## src/rtl/uart_pkg.sv

```systemverilog
// Shared UART definitions: TX state encoding, parity modes and legal parameter ranges.
// Also used by the receive side, so keep this package free of TX-only logic.
package uart_pkg;

  typedef enum logic [2:0] {
    IDLE,
    START,
    DATA,
    PARITY,
    STOP
  } tx_state_t;

  localparam int PAR_EVEN = 0;
  localparam int PAR_ODD  = 1;

  localparam int DATA_BITS_MIN = 5;
  localparam int DATA_BITS_MAX = 9;
  localparam int STOP_BITS_MIN = 1;
  localparam int STOP_BITS_MAX = 2;
  localparam int CLK_DIV_MIN   = 2;
  localparam int CLK_DIV_MAX   = 65535;

endpackage

```

## src/rtl/uart_baud_tick.sv

```systemverilog
// Bit-period timer: free-running 0..CLK_DIV-1 counter; bit_end marks the final cycle of a period.
// restart forces the count back to 0 so a new frame starts a full period on its handshake edge.
module uart_baud_tick
  import uart_pkg::*;
#(
  parameter int CLK_DIV = 16
) (
  input  logic clk,
  input  logic rst,
  input  logic restart,
  output logic bit_end
);

  localparam int CW = $clog2(CLK_DIV);
  localparam logic [CW-1:0] LAST = CW'(CLK_DIV - 1);

  if (CLK_DIV < CLK_DIV_MIN || CLK_DIV > CLK_DIV_MAX) begin : g_bad_clk_div
    $error("uart_baud_tick: CLK_DIV out of range");
  end

  logic [CW-1:0] cnt;

  always_ff @(posedge clk or posedge rst) begin
    if (rst) begin
      cnt <= '0;
    end else if (restart || cnt == LAST) begin
      cnt <= '0;
    end else begin
      cnt <= cnt + CW'(1);
    end
  end

  assign bit_end = (cnt == LAST);

endmodule

```

## src/rtl/uart_tx_frame.sv

```systemverilog
// UART transmitter: one word per ready/valid handshake, framed as start, LSB-first data,
// optional parity and 1-2 stop bits; accepts a new word on the last stop cycle for gapless frames.
module uart_tx_frame
  import uart_pkg::*;
#(
  parameter int CLK_DIV    = 16,
  parameter int DATA_BITS  = 8,
  parameter int PARITY_EN  = 1,
  parameter int PARITY_ODD = 0,
  parameter int STOP_BITS  = 1
) (
  input  logic                 clk,
  input  logic                 rst,
  input  logic [DATA_BITS-1:0] tx_data,
  input  logic                 tx_valid,
  output logic                 tx_ready,
  output logic                 tx_out,
  output logic                 tx_busy
);

  if (DATA_BITS < DATA_BITS_MIN || DATA_BITS > DATA_BITS_MAX) begin : g_bad_data_bits
    $error("uart_tx_frame: DATA_BITS out of range");
  end
  if (STOP_BITS < STOP_BITS_MIN || STOP_BITS > STOP_BITS_MAX) begin : g_bad_stop_bits
    $error("uart_tx_frame: STOP_BITS out of range");
  end
  if (PARITY_EN != 0 && PARITY_EN != 1) begin : g_bad_parity_en
    $error("uart_tx_frame: PARITY_EN must be 0 or 1");
  end
  if (PARITY_ODD != PAR_EVEN && PARITY_ODD != PAR_ODD) begin : g_bad_parity_odd
    $error("uart_tx_frame: PARITY_ODD must be 0 or 1");
  end

  localparam logic [3:0] LAST_DATA = 4'(DATA_BITS - 1);
  localparam logic [3:0] LAST_STOP = 4'(STOP_BITS - 1);
  localparam logic       ODD_SEL   = (PARITY_ODD == PAR_ODD);

  tx_state_t            state;
  logic [3:0]           bit_cnt;
  logic [DATA_BITS-1:0] shift_reg;
  logic                 parity;
  logic                 bit_end;
  logic                 last_stop;
  logic                 accept;

  uart_baud_tick #(
    .CLK_DIV(CLK_DIV)
  ) u_baud (
    .clk    (clk),
    .rst    (rst),
    .restart(accept),
    .bit_end(bit_end)
  );

  assign last_stop = (state == STOP) && bit_end && (bit_cnt == LAST_STOP);
  assign tx_ready  = (state == IDLE) || last_stop;
  assign accept    = tx_valid && tx_ready;

  // A handshake always wins, which is what turns the last stop cycle straight into a new START.
  always_ff @(posedge clk or posedge rst) begin
    if (rst) begin
      state     <= IDLE;
      bit_cnt   <= '0;
      shift_reg <= '0;
      parity    <= 1'b0;
      tx_out    <= 1'b1;
      tx_busy   <= 1'b0;
    end else if (accept) begin
      state     <= START;
      bit_cnt   <= '0;
      shift_reg <= tx_data;
      parity    <= (^tx_data) ^ ODD_SEL;
      tx_out    <= 1'b0;
      tx_busy   <= 1'b1;
    end else if (bit_end) begin
      case (state)
        START: begin
          state     <= DATA;
          bit_cnt   <= '0;
          tx_out    <= shift_reg[0];
          shift_reg <= shift_reg >> 1;
        end
        DATA: begin
          if (bit_cnt == LAST_DATA) begin
            bit_cnt <= '0;
            if (PARITY_EN != 0) begin
              state  <= PARITY;
              tx_out <= parity;
            end else begin
              state  <= STOP;
              tx_out <= 1'b1;
            end
          end else begin
            bit_cnt   <= bit_cnt + 4'd1;
            tx_out    <= shift_reg[0];
            shift_reg <= shift_reg >> 1;
          end
        end
        PARITY: begin
          state   <= STOP;
          bit_cnt <= '0;
          tx_out  <= 1'b1;
        end
        STOP: begin
          if (bit_cnt == LAST_STOP) begin
            state   <= IDLE;
            bit_cnt <= '0;
            tx_busy <= 1'b0;
            tx_out  <= 1'b1;
          end else begin
            bit_cnt <= bit_cnt + 4'd1;
          end
        end
        default: begin
          state <= IDLE;
        end
      endcase
    end
  end

endmodule

```

## config.mk

```make
export PLATFORM = sky130hd
export DESIGN_NAME = uart_tx_frame
export DESIGN_NICKNAME = d
export VERILOG_FILES = /design/src/rtl/uart_pkg.sv /design/src/rtl/uart_baud_tick.sv /design/src/rtl/uart_tx_frame.sv
export SDC_FILE = /design/constraint.sdc
export NUM_CORES = 1
export LEC_CHECK = 0
export CORE_MARGIN = 1.5
export CORE_UTILIZATION = 50
export CTS_CLUSTER_SIZE = 40
export DETAILED_ROUTE_END_ITERATION = 10
export GPL_TIMING_DRIVEN = 0
export MAX_ROUTING_LAYER = met4
export PLACE_DENSITY = 0.82
export SYNTH_ARGS = -nofsm -noshare
export SYNTH_HDL_FRONTEND = slang
export SYNTH_HIERARCHICAL = 1
export SYNTH_SLANG_ARGS = --single-unit
export TNS_END_PERCENT = 30
```

## constraint.sdc

```tcl
create_clock -name clk -period 2.71 [get_ports clk]
set_input_delay 0.271 -clock clk [delete_from_list [all_inputs] [get_ports clk]]
set_output_delay 0.271 -clock clk [all_outputs]
set_load 0.02 [all_outputs]
```

==> out/metrics.cfg, run 1 <==
[global_route]
grt_pass1_wl_um=4080
overflow=0
grtUsageTotal_pct=20.2
grt_pass1_vias=978
grt_max_degree=19
antenna_found_initial=0

[setup_path]
r2r-end=state[0]
path_class=register to output pin
r2r_cells=6
cp.required_ns=2.44
r2r_start=u_baud/cnt[0]
endpoint_kind=output pin
cp-start-kind=register
worstPathMaxFanout=6
regToRegSetupSlack_ns=0.55
arrival_ns=2.22

[logic_synthesis]
yosysWarnings=6
netlist_area_um2=1270
synth_edf_count=0
async_reset_ff_share_pct=100
ys_ff_latch=22
syn_avg_cell_area_um2=10.0
yosysUniqueCellTypes=46
syn_nets=141
synth.yosys.seq_area_share_pct=43.3
synthFlopType=dfrtp_1
syn_inst=127

[timing]
slew_violations=0
period_minus_slack_ns=2.49
final.period_utilization_pct=91.9
tns_ns=0
rsz0062_at_grt=no
tightest_slew_ns=0.706
fmax_mhz=402
skew_ns=0.0150
setup_viol=0
worst_slack_ns=0.221
maxSlewHeadroom_pct=52.9
finalHoldViolCount=0

[floorplanning]
ios=14
die_area_um2=2860
die-height_um=53.5
die_x_um=53.5
core_area_um2=2450
initial_utilization_pct=51.9
rows=18

[clocking]
clkSinkCount=22
cts_tree=built
htreeDepth=1
clk_pin_slew_ns=0.12
clock-root-buffer=clkbuf_4
clockBufferDepth=2
ctsHoldBuffers=0
cts_setup_buffers=0
clock_latency_ns=0.31
ctsResizeCount=0
cts_made_buffers=3

[place]
place_ws_ns=0.588
hpwl_um=1790
port_buffers=13
gp_congestion=0.770

[power]
leakagePower_nw=0.631
powerDensity_nw_per_um2=1040
ir_drop_mv=0.542

[min_path]
hold_path.class=primary input to async pin

[drt]
postRouteAntennaNets=0
drc=0
vias_per_cell=5.82
routed_wl_um=2530
vias=1012
drt-initial-drc-count=19
wl_per_cell_um=14.5
drt-pass1-iter-count=4

[layout]
mostFrequentLayoutCell=dfrtp_1
nNetsFinal=159
final_cell_mix=dfrtp_1 (21), clkdlybuf4s50_1 (13), xnor2_1 (8)
area_growth_pct=17.3
final_util_pct=60.9
diodes=0
largest_register_ffs=8
drive_gt1_share_pct=11.8

[run_status]
status=finished clean

[run]
cap_violations=0

==> kinds of logic (layout without fill, tap and decap cells) <==
group | after synthesis | count (layout) | share of synthesized area (%)
AND/OR/NAND/NOR | 43 | 43 | 20.6
AO/OA/AOI/OAI | 37 | 37 | 22.6
flip-flops | 22 | 22 | 43.3
buffers and inverters | 13 | 30 | 4.22
XOR/XNOR | 8 | 8 | 5.50
adder cells (fa/ha/maj) | 3 | 3 | 2.94
multiplexers | 1 | 1 | 0.883
==> layout make-up <==
class	count	area, um^2
fillers	201	960
multi-input cells	92	669
flip-flops and latches	22	552
repair buffers	13	130
well taps	30	37.5
clock inverters	1	30.0
plain buffers	6	27.5
inverters	7	26.3
clock buffers	3	22.5
==> metal layers <==
layer,vias up,share of wire [%],global-route usage [%]
met3,2,2.3,2.54
met2,14,51,33.5
met5,-,0,-
li1,500,-,-
met1,496,46,25.0
met4,0,0.59,7.69
==> worst max-delay path by stage <==
stage	to	slack, ns	depth (start not counted)	start
after floorplan	state[0]	0.76	6	u_baud/cnt[0]
after global placement	state[0]	0.60	6	u_baud/cnt[0]
after detailed placement	state[0]	0.59	6	u_baud/cnt[0]
after CTS	tx_ready	0.21	5	u_baud/cnt[0]
after global routing	tx_ready	0.12	5	u_baud/cnt[0]
final	tx_ready	0.22	5	u_baud/cnt[0]
==> through the flow <==
step	total power, mW	cells	hold slack, ns	instance area (um^2)
after global placement	1.25	170	0.477	1440
after CTS	1.55	174	0.148	1500
after floorplan	1.11	127	0.0371	1270
after detailed placement	1.29	170	0.485	1440
final	1.56	174	0.159	1500
after global routing	1.67	174	0.191	1500
==> where the power goes <==
group | internal [mW] | total (mW) | switching (mW) | leakage, nW
sequential | 0.487 | 0.604 | 0.117 | 0.262
combinational | 0.340 | 0.697 | 0.357 | 0.341
clock | 0.149 | 0.256 | 0.106 | 0.0279
==> cells in the mapped netlist (2+ instances only) <==
cell type | number | area [um^2]
o21ai_1 | 3 | 15.0
o22ai_1 | 2 | 12.5
or3_1 | 3 | 18.8
a31oi_2 | 2 | 25.0
a21oi_1 | 6 | 30.0
nor2b_1 | 4 | 25.0
inv_1 | 6 | 22.5
buf_2 | 4 | 20.0
a21o_1 | 2 | 15.0
nand2b_1 | 5 | 31.3
nor3_1 | 2 | 10.0
dfrtp_1 | 21 | 526
nor2_1 | 4 | 15.0
a221o_1 | 7 | 70.1
nand2_1 | 6 | 22.5
ha_1 | 3 | 37.5
xnor2_1 | 8 | 70.1
nand3_1 | 2 | 10.0
clkbuf_1 | 2 | 7.51
and2_0 | 6 | 37.5
a31oi_1 | 3 | 18.8
nor3b_1 | 2 | 15.0
==> critical path, stage by stage (launching register included) <==
cell             delay, ns
dfrtp_1               0.41
ha_1                  0.23
and3_4                0.25
and4bb_1              0.30
o21a_1                0.13
clkdlybuf4s50_1       0.59
Note: power is estimated with default switching activity, not from simulation.
==> inputs of run 2 (changes only) <==
--- a/config.mk
+++ b/config.mk
@@ -9,9 +9,11 @@
 export CORE_UTILIZATION = 50
 export CTS_CLUSTER_SIZE = 40
 export DETAILED_ROUTE_END_ITERATION = 10
+export DONT_BUFFER_PORTS = 1
 export GPL_TIMING_DRIVEN = 0
 export MAX_ROUTING_LAYER = met4
-export PLACE_DENSITY = 0.82
+export PLACE_DENSITY = 0.75
+export SETUP_SLACK_MARGIN = 0.05
 export SYNTH_ARGS = -nofsm -noshare
 export SYNTH_HDL_FRONTEND = slang
 export SYNTH_HIERARCHICAL = 1
==> run 2 against run 1 <==
Net effect: core utilization fell by 4.9 points; register-to-register slack about the same; count of clock-buffer cells in the layout stayed put; setup slack better by 0.33 ns; wire length decreased by 1.9%; total power is 3.8% lower; largest cell class unchanged; highest routed layer unchanged.
==> out/metrics.cfg, run 2 (synthesis results as in run 1) <==
[clocking]
clock_latency_ns=0.31
ctsResizeCount=0
clk_pin_slew_ns=0.13
cts_tree=built
cts_setup_buffers=0
clkSinkCount=22
htreeDepth=1
ctsHoldBuffers=1
cts_made_buffers=3
clock-root-buffer=clkbuf_4
clockBufferDepth=2

[floorplanning]
die_area_um2=2860
core_area_um2=2450
rows=18
ios=14
die_x_um=53.5
die-height_um=53.5
initial_utilization_pct=51.9

[place]
port_buffers=0
hpwl_um=1800
gp_congestion=0.837
placed_area_um2=1310

[layout]
largest_register_ffs=8
diodes=0
multi_input_area_um2=669
drive_gt1_share_pct=12.9
fillers=216
area_growth_pct=7.85
nNetsFinal=147
final_cell_mix=dfrtp_1 (21), xnor2_1 (8), a221o_1 (7)
postLayoutCellArea_um2=1380
seq_area_um2=552
mostFrequentLayoutCell=dfrtp_1

[setup_path]
worstPathMaxFanout=13
arrival_ns=2.38
cp.required_ns=2.92
cp-start-kind=register
r2r_cells=6
r2r_start=u_baud/cnt[0]
path_class=register to register
regToRegSetupSlack_ns=0.55
endpoint_kind=register
r2r-end=state[0]

[power]
ir_drop_mv=0.747
leakagePower_nw=0.585
p_total_mw=1.50
powerDensity_nw_per_um2=1090

[timing]
maxSlewHeadroom_pct=53.5
setup_viol=0
rsz0062_at_grt=no
slew_violations=0
final.period_utilization_pct=79.9
tns_ns=0
finalHoldViolCount=0
tightest_slew_ns=0.696
skew_ns=0.00839
period_minus_slack_ns=2.16
fmax_mhz=462

[drt]
drc=0
drt-initial-drc-count=21
vias_per_cell=6.08
wl_per_cell_um=15.3
postRouteAntennaNets=0
drt-pass1-iter-count=4
routed_wl_um=2480
vias=985

[run]
cap_violations=0

[global_route]
grt_max_degree=19
grtUsageTotal_pct=21.7
grt_pass1_wl_um=4370
antenna_found_initial=0
grt_pass1_vias=995
overflow=0

[min_path]
hold_path.class=primary input to register
worstHoldStart=tx_data[7]
min_path_cells=2
holdPathEnd=shift_reg[7]

[run_status]
status=finished clean

run 2: routing by layer:
layer / GRT usage, % / part of all wire (%) / up-vias
li1: - / - / 480
met1: 25.0 / 47 / 480
met2: 36.2 / 48 / 19
met3: 5.65 / 3.1 / 6
met4: 7.69 / 2.1 / 0
met5: - / 0 / -
run 2: power breakdown:
part	switching, mW	internal (mW)
Clock	0.103	0.150
Combinational	0.324	0.299
Sequential	0.133	0.487
Total	0.561	0.936
run 2: worst max-delay path, stage by stage, from the launching register on:
cell and delay [ns]:
dfrtp_1 0.43, ha_1 0.25, and3_4 0.22, and4bb_1 0.26, o211a_2 0.33, buf_2 0.23, a311o_1 0.34
run 2: metrics by stage:
step	instances	util, %	setup slack (ns)	hold slack [ns]
after CTS	162	56.0	0.547	0.0650
after global routing	162	56.0	0.459	0.0940
after global placement	157	53.5	0.601	0.0501
after floorplan	127	-	0.759	0.0371
after detailed placement	157	53.5	0.575	0.0534
final	162	56.0	0.546	0.0797
run 2: final cells by class:
type,count,share of cell area [%]
plain buffers,6,2.00
clock buffers,3,1.64
clock inverters,1,2.18
inverters,7,1.91
multi-input cells,92,48.7
flip-flops and latches,22,40.1
well taps,30,2.73
repair buffers,1,0.728
run 2: worst max path at each step:
| stage | endpoint | startpoint | slack [ns] |
|---|---|---|---|
| global route | state[0] | u_baud/cnt[0] | 0.46 |
| finish | state[0] | u_baud/cnt[0] | 0.55 |
| CTS | state[0] | u_baud/cnt[0] | 0.55 |
| floorplan | state[0] | u_baud/cnt[0] | 0.76 |
| global placement | state[0] | u_baud/cnt[0] | 0.60 |
| detailed placement | state[0] | u_baud/cnt[0] | 0.58 |
